### src/rtl/dmem_arb_pkg.sv
// rtl/dmem_arb_pkg.sv - shared types and constants for the data-memory arbiter
package dmem_arb_pkg;

  typedef enum logic [1:0] {IDLE, ACCESS, RESP} arb_state_t;

  typedef logic port_id_t;

  localparam port_id_t PORT_CPU = 1'b0;
  localparam port_id_t PORT_AUX = 1'b1;

endpackage

### src/rtl/rr_pick2.sv
// rtl/rr_pick2.sv - combinational two-way round-robin winner select with lock override
module rr_pick2
  import dmem_arb_pkg::*;
(
  input  logic [1:0] req,
  input  port_id_t   last_grant,
  input  logic       lock_pending,
  input  port_id_t   lock_port,
  output logic       valid,
  output port_id_t   winner
);

  // A pending lock beats everything; otherwise a lone requester wins, and a tie goes to the port not served last.
  always_comb begin
    valid  = |req;
    winner = PORT_CPU;
    if (lock_pending && req[lock_port]) begin
      winner = lock_port;
    end else if (req == 2'b10) begin
      winner = PORT_AUX;
    end else if (req == 2'b11) begin
      winner = ~last_grant;
    end
  end

endmodule

### src/rtl/dmem_arbiter.sv
// rtl/dmem_arbiter.sv - two-port req/ack arbiter for the single-ported data memory
module dmem_arbiter
  import dmem_arb_pkg::*;
#(
  parameter int DATA_W = 32,
  parameter int ADDR_W = 32
) (
  input  logic              clk,
  input  logic              rst,
  input  logic              req0,
  input  logic [ADDR_W-1:0] addr0,
  input  logic [DATA_W-1:0] wdata0,
  input  logic              we0,
  input  logic              lock0,
  output logic              ack0,
  output logic [DATA_W-1:0] rdata0,
  input  logic              req1,
  input  logic [ADDR_W-1:0] addr1,
  input  logic [DATA_W-1:0] wdata1,
  input  logic              we1,
  input  logic              lock1,
  output logic              ack1,
  output logic [DATA_W-1:0] rdata1,
  output logic [ADDR_W-1:0] mem_addr,
  output logic [DATA_W-1:0] mem_wdata,
  output logic              mem_we,
  input  logic [DATA_W-1:0] mem_rdata,
  output logic              busy,
  output logic              grant_id
);

  arb_state_t state;
  arb_state_t next_state;

  // Only the word address is kept; the two byte-offset bits never reach the memory.
  logic [ADDR_W-3:0] addr_q;
  logic [DATA_W-1:0] wdata_q;
  logic              we_q;
  logic              lock_q;
  logic [DATA_W-1:0] rdata_q;
  port_id_t          last_grant;
  logic              lock_pending;

  logic              pick_valid;
  port_id_t          pick_winner;

  logic [ADDR_W-3:0] win_addr;
  logic [DATA_W-1:0] win_wdata;
  logic              win_we;
  logic              win_lock;

  // The lock always belongs to the port served just before, which is last_grant.
  rr_pick2 u_pick (
    .req          ({req1, req0}),
    .last_grant   (last_grant),
    .lock_pending (lock_pending),
    .lock_port    (last_grant),
    .valid        (pick_valid),
    .winner       (pick_winner)
  );

  assign win_addr  = (pick_winner == PORT_AUX) ? addr1[ADDR_W-1:2] : addr0[ADDR_W-1:2];
  assign win_wdata = (pick_winner == PORT_AUX) ? wdata1 : wdata0;
  assign win_we    = (pick_winner == PORT_AUX) ? we1 : we0;
  assign win_lock  = (pick_winner == PORT_AUX) ? lock1 : lock0;

  // State register.
  always_ff @(posedge clk or posedge rst) begin
    if (rst) begin
      state <= IDLE;
    end else begin
      state <= next_state;
    end
  end

  // Payload capture, grant bookkeeping, read capture and lock lifetime.
  always_ff @(posedge clk or posedge rst) begin
    if (rst) begin
      addr_q       <= '0;
      wdata_q      <= '0;
      we_q         <= 1'b0;
      lock_q       <= 1'b0;
      rdata_q      <= '0;
      grant_id     <= PORT_CPU;
      last_grant   <= PORT_AUX;
      lock_pending <= 1'b0;
    end else begin
      case (state)
        IDLE: begin
          // The lock only survives a single IDLE cycle, used or not.
          lock_pending <= 1'b0;
          if (pick_valid) begin
            addr_q     <= win_addr;
            wdata_q    <= win_wdata;
            we_q       <= win_we;
            lock_q     <= win_lock;
            grant_id   <= pick_winner;
            last_grant <= pick_winner;
          end
        end
        ACCESS: begin
          if (!we_q) begin
            rdata_q <= mem_rdata;
          end
        end
        RESP: begin
          lock_pending <= lock_q;
        end
        default: begin
        end
      endcase
    end
  end

  // Next-state and output decode; acks and read data come straight from state so a reset kills them at once.
  always_comb begin
    next_state = state;
    ack0       = 1'b0;
    ack1       = 1'b0;
    rdata0     = '0;
    rdata1     = '0;
    mem_we     = 1'b0;
    busy       = (state != IDLE);
    mem_addr   = {addr_q, 2'b00};
    mem_wdata  = wdata_q;
    case (state)
      IDLE: begin
        if (pick_valid) begin
          next_state = ACCESS;
        end
      end
      ACCESS: begin
        mem_we     = we_q;
        next_state = RESP;
      end
      RESP: begin
        if (grant_id == PORT_AUX) begin
          ack1   = 1'b1;
          rdata1 = rdata_q;
        end else begin
          ack0   = 1'b1;
          rdata0 = rdata_q;
        end
        next_state = IDLE;
      end
      default: begin
        next_state = IDLE;
      end
    endcase
  end

endmodule

### config.mk
export PLATFORM = sky130hd
export DESIGN_NAME = dmem_arbiter
export DESIGN_NICKNAME = d
export VERILOG_FILES = /design/src/rtl/dmem_arb_pkg.sv /design/src/rtl/rr_pick2.sv /design/src/rtl/dmem_arbiter.sv
export SDC_FILE = /design/constraint.sdc
export NUM_CORES = 1
export LEC_CHECK = 0
export CORE_ASPECT_RATIO = 1.4
export CORE_UTILIZATION = 40
export CTS_CLUSTER_DIAMETER = 100
export DETAILED_ROUTE_END_ITERATION = 8
export PLACE_DENSITY = 0.89
export SLEW_MARGIN = 20
export SYNTH_ARGS = -nofsm -noshare
export SYNTH_HDL_FRONTEND = slang
export SYNTH_SLANG_ARGS = --single-unit
### constraint.sdc
create_clock -name clk -period 3.7 [get_ports clk]
set_input_delay 0.37 -clock clk [delete_from_list [all_inputs] [get_ports clk]]
set_output_delay 0.37 -clock clk [all_outputs]
set_load 0.03 [all_outputs]
# Word level (Yosys, flattened, before mapping)
# Cells that the tools add are included.
dict set report totals {
  register_bits 101
  inputBits 168
  word_cells 45
}
dict set report classes {
  order_cmp 1
  eq_ne 5
  mux 21
  bitwise_logic 2
  n_reduce_logical 7
}
# operator count
set op_table {}
lappend op_table {{two-way mux 32 bit} 5}
lappend op_table {{two-way mux 30 bit} 1}
lappend op_table {{two-way mux 1 bit} 12}
lappend op_table {{== test 2 bit (second input constant)} 3}
lappend op_table {{case mux 2 bit (2 select lines)} 1}
lappend op_table {{AND reduction 2 bit} 2}
lappend op_table {{nonzero test 2 bit} 2}
lappend op_table {{== test 2 x 1 -> 1 bit (second input constant)} 1}
lappend op_table {{zero test 2 bit} 1}
lappend op_table {{< comparator 1 x 2 -> 1 bit (second input constant)} 1}
lappend op_table {{two-way mux 2 bit} 1}
lappend op_table {{!= test 2 bit (second input constant)} 1}
lappend op_table {{inverter 1 bit} 2}
lappend op_table {{case mux 1 bit (2 select lines)} 1}
lappend op_table {{OR reduction 2 bit} 1}
lappend op_table {{logical AND 1 bit} 1}

# Longest topological paths before layout
dict set report logic_depth {
  word_depth 5
  depth_mapped 5
  ltp_nobuf 3
}

# Hierarchy
# From an unflattened synthesis, not the netlist that was laid out.
dict set report hier_totals {
  cells_unflattened 369
  hier_area_um2 5002.3
}
# module n_inst cells_per_inst area_each_um2
set by_module_without_submodules {}
lappend by_module_without_submodules {dmem_arbiter 1 364 4976.0}
lappend by_module_without_submodules {rr_pick2 1 5 26.3}

# Least setup slack after synthesis
# OpenSTA, ideal clock, no wires.
dict set report synth_timing {
  path_type {flip-flop to output port}
  startpoint {register grant_id}
  endpoint {output port rdata0[22]}
  t_arrival_ps 1714
  t_required_ps 3330
  slack_ps 1616
  path_stages_with_launch 4
  n_path_buf 1
  path_cell_list {dfrtp_1 > nor3b_1 > clkbuf_1 > and2_1}
}
dict set report synth_between {
  elab_chain_len 2
}
# element line_no
set synth_rtl {}
lappend synth_rtl {{start, declared} dmem_arbiter.sv:29} ;# output logic grant_id
lappend synth_rtl {{start signal, assigned} dmem_arbiter.sv:97} ;# grant_id <= pick_winner;
lappend synth_rtl {{two-way mux 32 bit} dmem_arbiter.sv:137} ;# if (grant_id == PORT_AUX) begin
lappend synth_rtl {{two-way mux 32 bit} dmem_arbiter.sv:126} ;# case (state)
lappend synth_rtl {{end, declared} dmem_arbiter.sv:16} ;# output logic [DATA_W-1:0] rdata0,
# No other way between the ends.

# Worst setup path in the final report
dict set report layout_timing {
  startpoint {register state[0]}
  endpoint {output port rdata1[8]}
}
dict set report layout_between {
  elab_chain_len 2
}
# element line_no
set layout_rtl {}
lappend layout_rtl {{start, declared} dmem_arbiter.sv:32} ;# arb_state_t state;
lappend layout_rtl {{start signal, assigned} dmem_arbiter.sv:72} ;# state <= next_state;
lappend layout_rtl {{== test 2 bit} dmem_arbiter.sv:126}
lappend layout_rtl {{two-way mux 32 bit} dmem_arbiter.sv:126}
lappend layout_rtl {{end, declared} dmem_arbiter.sv:23} ;# output logic [DATA_W-1:0] rdata1,
# No other way between the ends.

==> summary.txt <==
STA
  – Tmin final: 2990 ps
  – FMAX: 0.334 GHz
  – Period utilization: 80.9%
  – Final Hold Violating Endpoints: 0
  – Setup TNS: 0 ps
  – RSZ-0062 raised after global routing: false
  – Final setup violation count: 0
  – Fin. max-slew vios: 0
  – Skew final: ~10 ps
  – Worst rel slew slack: 36.7%
  – Worst-margin pin slew: between 900 and 1000 ps
  – PnR worst setup slack: 708 ps

Clock tree
  – Clock Sinks: 101
  – Worst skew pair latency: 340 ps
  – Max clock buf depth: 2
  – CTS H-Tree Depth: 3
  – CTS Buf Count: 9
  – Post-CTS Resized: 0
  – Hold buffer count at CTS: 0
  – Reg clk slew, reported paths: 70 ps
  – Number of setup buffers added after CTS: 0
  – Clock root cell: clkbuf_16
  – CTS tree: built

Worst setup path
  – Reg-to-reg critical path endpoint: mem_wdata[16]
  – Worst EP required: 3330 ps
  – Crit path launch type: register
  – Reg-to-Reg Start: last_grant
  – Path depth of the worst reg2reg path: 4
  – Worst path arrival time: ~2600 ps
  – Critical Path Fanout Max: 33
  – CP startpoint: state[0]
  – Crit path max-delay cell type: and3b_1
  – Max incr delay on CP: 830 ps
  – Crit path capture type: output port
  – CP cell instances: and3b_1, and2_1, clkdlybuf4s50_1
  – R2R Setup Slk: around 1600 ps
  – Crit Path Class: reg2out

Place
  – DP HPWL: 12600 um
  – Pre-CTS setup slack: approximately 990 ps
  – Routability cong.: around 0.79
  – Placed cells: 963
  – Number of port buffers: 294

Final layout
  – Commonest non-fill, non-tap cell in the layout: clkdlybuf4s50_1
  – ANT cells: 0
  – Share of cells above drive strength 1: 5.27%
  – FILL cells: around 1100
  – Area grow syn2layout: 59.8%
  – Most frequent cells in the layout: 292 x clkdlybuf4s50_1, 128 x o2111ai_1, 100 x dfrtp_1, 66 x and2_1, 65 x inv_1
  – Final std cells w/o fill: 979
  – Final core occ: 66.2%
  – Fin nets: 960

Route
  – Drt first pass iters: 6
  – DRT antenna net count: 0
  – Via count: between 5000 and 6000
  – DRT iter0 DRCs: around 250
  – DR WL met2: between 9000 and 10000 um
  – DR WL/cell: 19.3 um
  – Top layer in use: met4
  – Via density per instance: 5.73
  – WL met1: approximately 7300 um
  – Drt total wl: 18900 um
  – Drt drc: 0
  – Metal3 WL: 1390 um

Global routing
  – Initial antenna violation count: 0
  – Pin count of the biggest net entering global routing: roughly 130
  – Vias in the first global route: ~5600
  – Global route overflow: 0
  – First-pass GRT wire length: 29100 um
  – Tot GR Track Use: 26.1%

Pwr
  – Int Power: 3880 uW
  – Clk network pwr share: between 10% and 20%
  – Cell Pwr Density: 812 mW/mm^2
  – Peak supply drop: 0.508 mV
  – Seq pwr share: 28.1%
  – Logic pwr share: 59.1%
  – Sw frac: 46.6%
  – Net switching power: ~3400 uW
  – Static Leakage: 0.00340 uW

Floorplanning
  – I/O pin total: 301
  – Area of the core: 0.0135 sq mm
  – Die height: 142 um
  – Die Wd: 102 um
  – FP Rows: 50
  – Initial core utilization: 41.4%
  – Die area: 0.0145 sq mm

Logic synthesis
  – Synth area leaders: dfrtp_1 45%, o2111ai_1 20%, o211ai_1 8.6%
  – Async SR Flop Fraction: 100%
  – Post-synth EDFFs: 0
  – Cell Area, Synth: about 0.0056 sq mm
  – Gate count after technology mapping: 547
  – Post-Synthesis Mean Instance Area: 10.2 sq um
  – Synth top area share: 44.7%
  – Number of synthesized register bits: 101
  – Post-synth cell types: 25
  – Yosys Warn Count: 0
  – Sequential area share after synthesis: 45.2%
  – Leading area contributor after synthesis: dfrtp_1
  – Top FF cell, synth: dfrtp_1

Min path
  – Worst hold path cell count: 3
  – Min-delay worst type: in2reg
  – WHS Endpoint: state[0]
  – Hold Startpoint: req1

Job
  – Max Cap Viol: 0

Status
  – Outcome: finished clean
per-layer routing:
layer	vias up	GRT usage [%]
met3	60	5.62
met5	-	0
met4	0	13.4
li1	2565	-
met1	2687	30.4
met2	296	44.5
worst max-delay path, delay by kind of cell, from the launching register on:
kind,cells,cell delay [ps]
simple gates,2,1050
buf+inv,1,750
flops,1,480
registers in the layout (all words and copies together) (netlist names):
name	flops
mem_wdata	32
rdata_q	32
addr_q	30
state	2
grant_id	1
last_grant	1
lock_pending	1
lock_q	1
we_q	1
through the flow:
stage | hold WS [ps] | power (uW) | instance area [sq um]
CTS | 424 | 7320 | 8940
finish | 427 | 7260 | 8940
global route | 432 | 7690 | 8940
floorplan | 464 | 4590 | 5600
global placement | 475 | 6270 | 8640
detailed placement | 483 | 6360 | 8650
cell type report:
class / instances / area, sq um / area share (%)
sequential: 101 / 2530 / 28.3
timing repair buffer: 307 / 3100 / 34.6
clock buffer: 10 / 239 / 2.67
tap: 182 / 228 / 2.55
multi-input combinational: 305 / 2540 / 28.4
clock inverter: 6 / 52.6 / 0.588
inverter: 68 / 260 / 2.91
how the worst max path moves through the flow:
stage                      to  slack [ps]  cells after the start
global placement    rdata1[8]        1110                      3
floorplan           addr_q[0]         680                      1
detailed placement  rdata1[8]         990                      3
global route        rdata1[8]         540                      3
finish              rdata1[8]         710                      3
CTS                 rdata1[8]         620                      3
cell families (layout without fill, tap and decap cells):
| group | after synthesis | after routing | synth area share [%] |
|---|---|---|---|
| AO/OA/AOI/OAI | 195 | 195 | 29.0 |
| AND/OR/NAND/NOR | 72 | 72 | 7.98 |
| XOR/XNOR | 2 | 2 | 0.447 |
| other | 1 | 2 | 0.0670 |
| buffers and inverters | 142 | 391 | 10.4 |
| flip-flops | 101 | 101 | 45.2 |
| multiplexers | 34 | 34 | 6.84 |
Yosys cell counts, types with 2 or more instances:
cell type and instances:
and2_1 66, buf_1 6, buf_2 13, buf_4 3, buf_6 3, clkbuf_1 49, dfrtp_1 100, inv_1 66
inv_2 2, mux2_1 32, mux2_2 2, nand2_1 2, o2111ai_1 128, o211ai_1 64
power groups by stage:
stage	Clock [uW]	Combinational (uW)	Sequential, uW
after CTS	953	4330	2040
after floorplan	0	1990	2600
after global placement	0	4230	2040
after detailed placement	0	4310	2050
final	929	4290	2040
after global routing	995	4590	2110
Power figures use the tool's default switching activity.
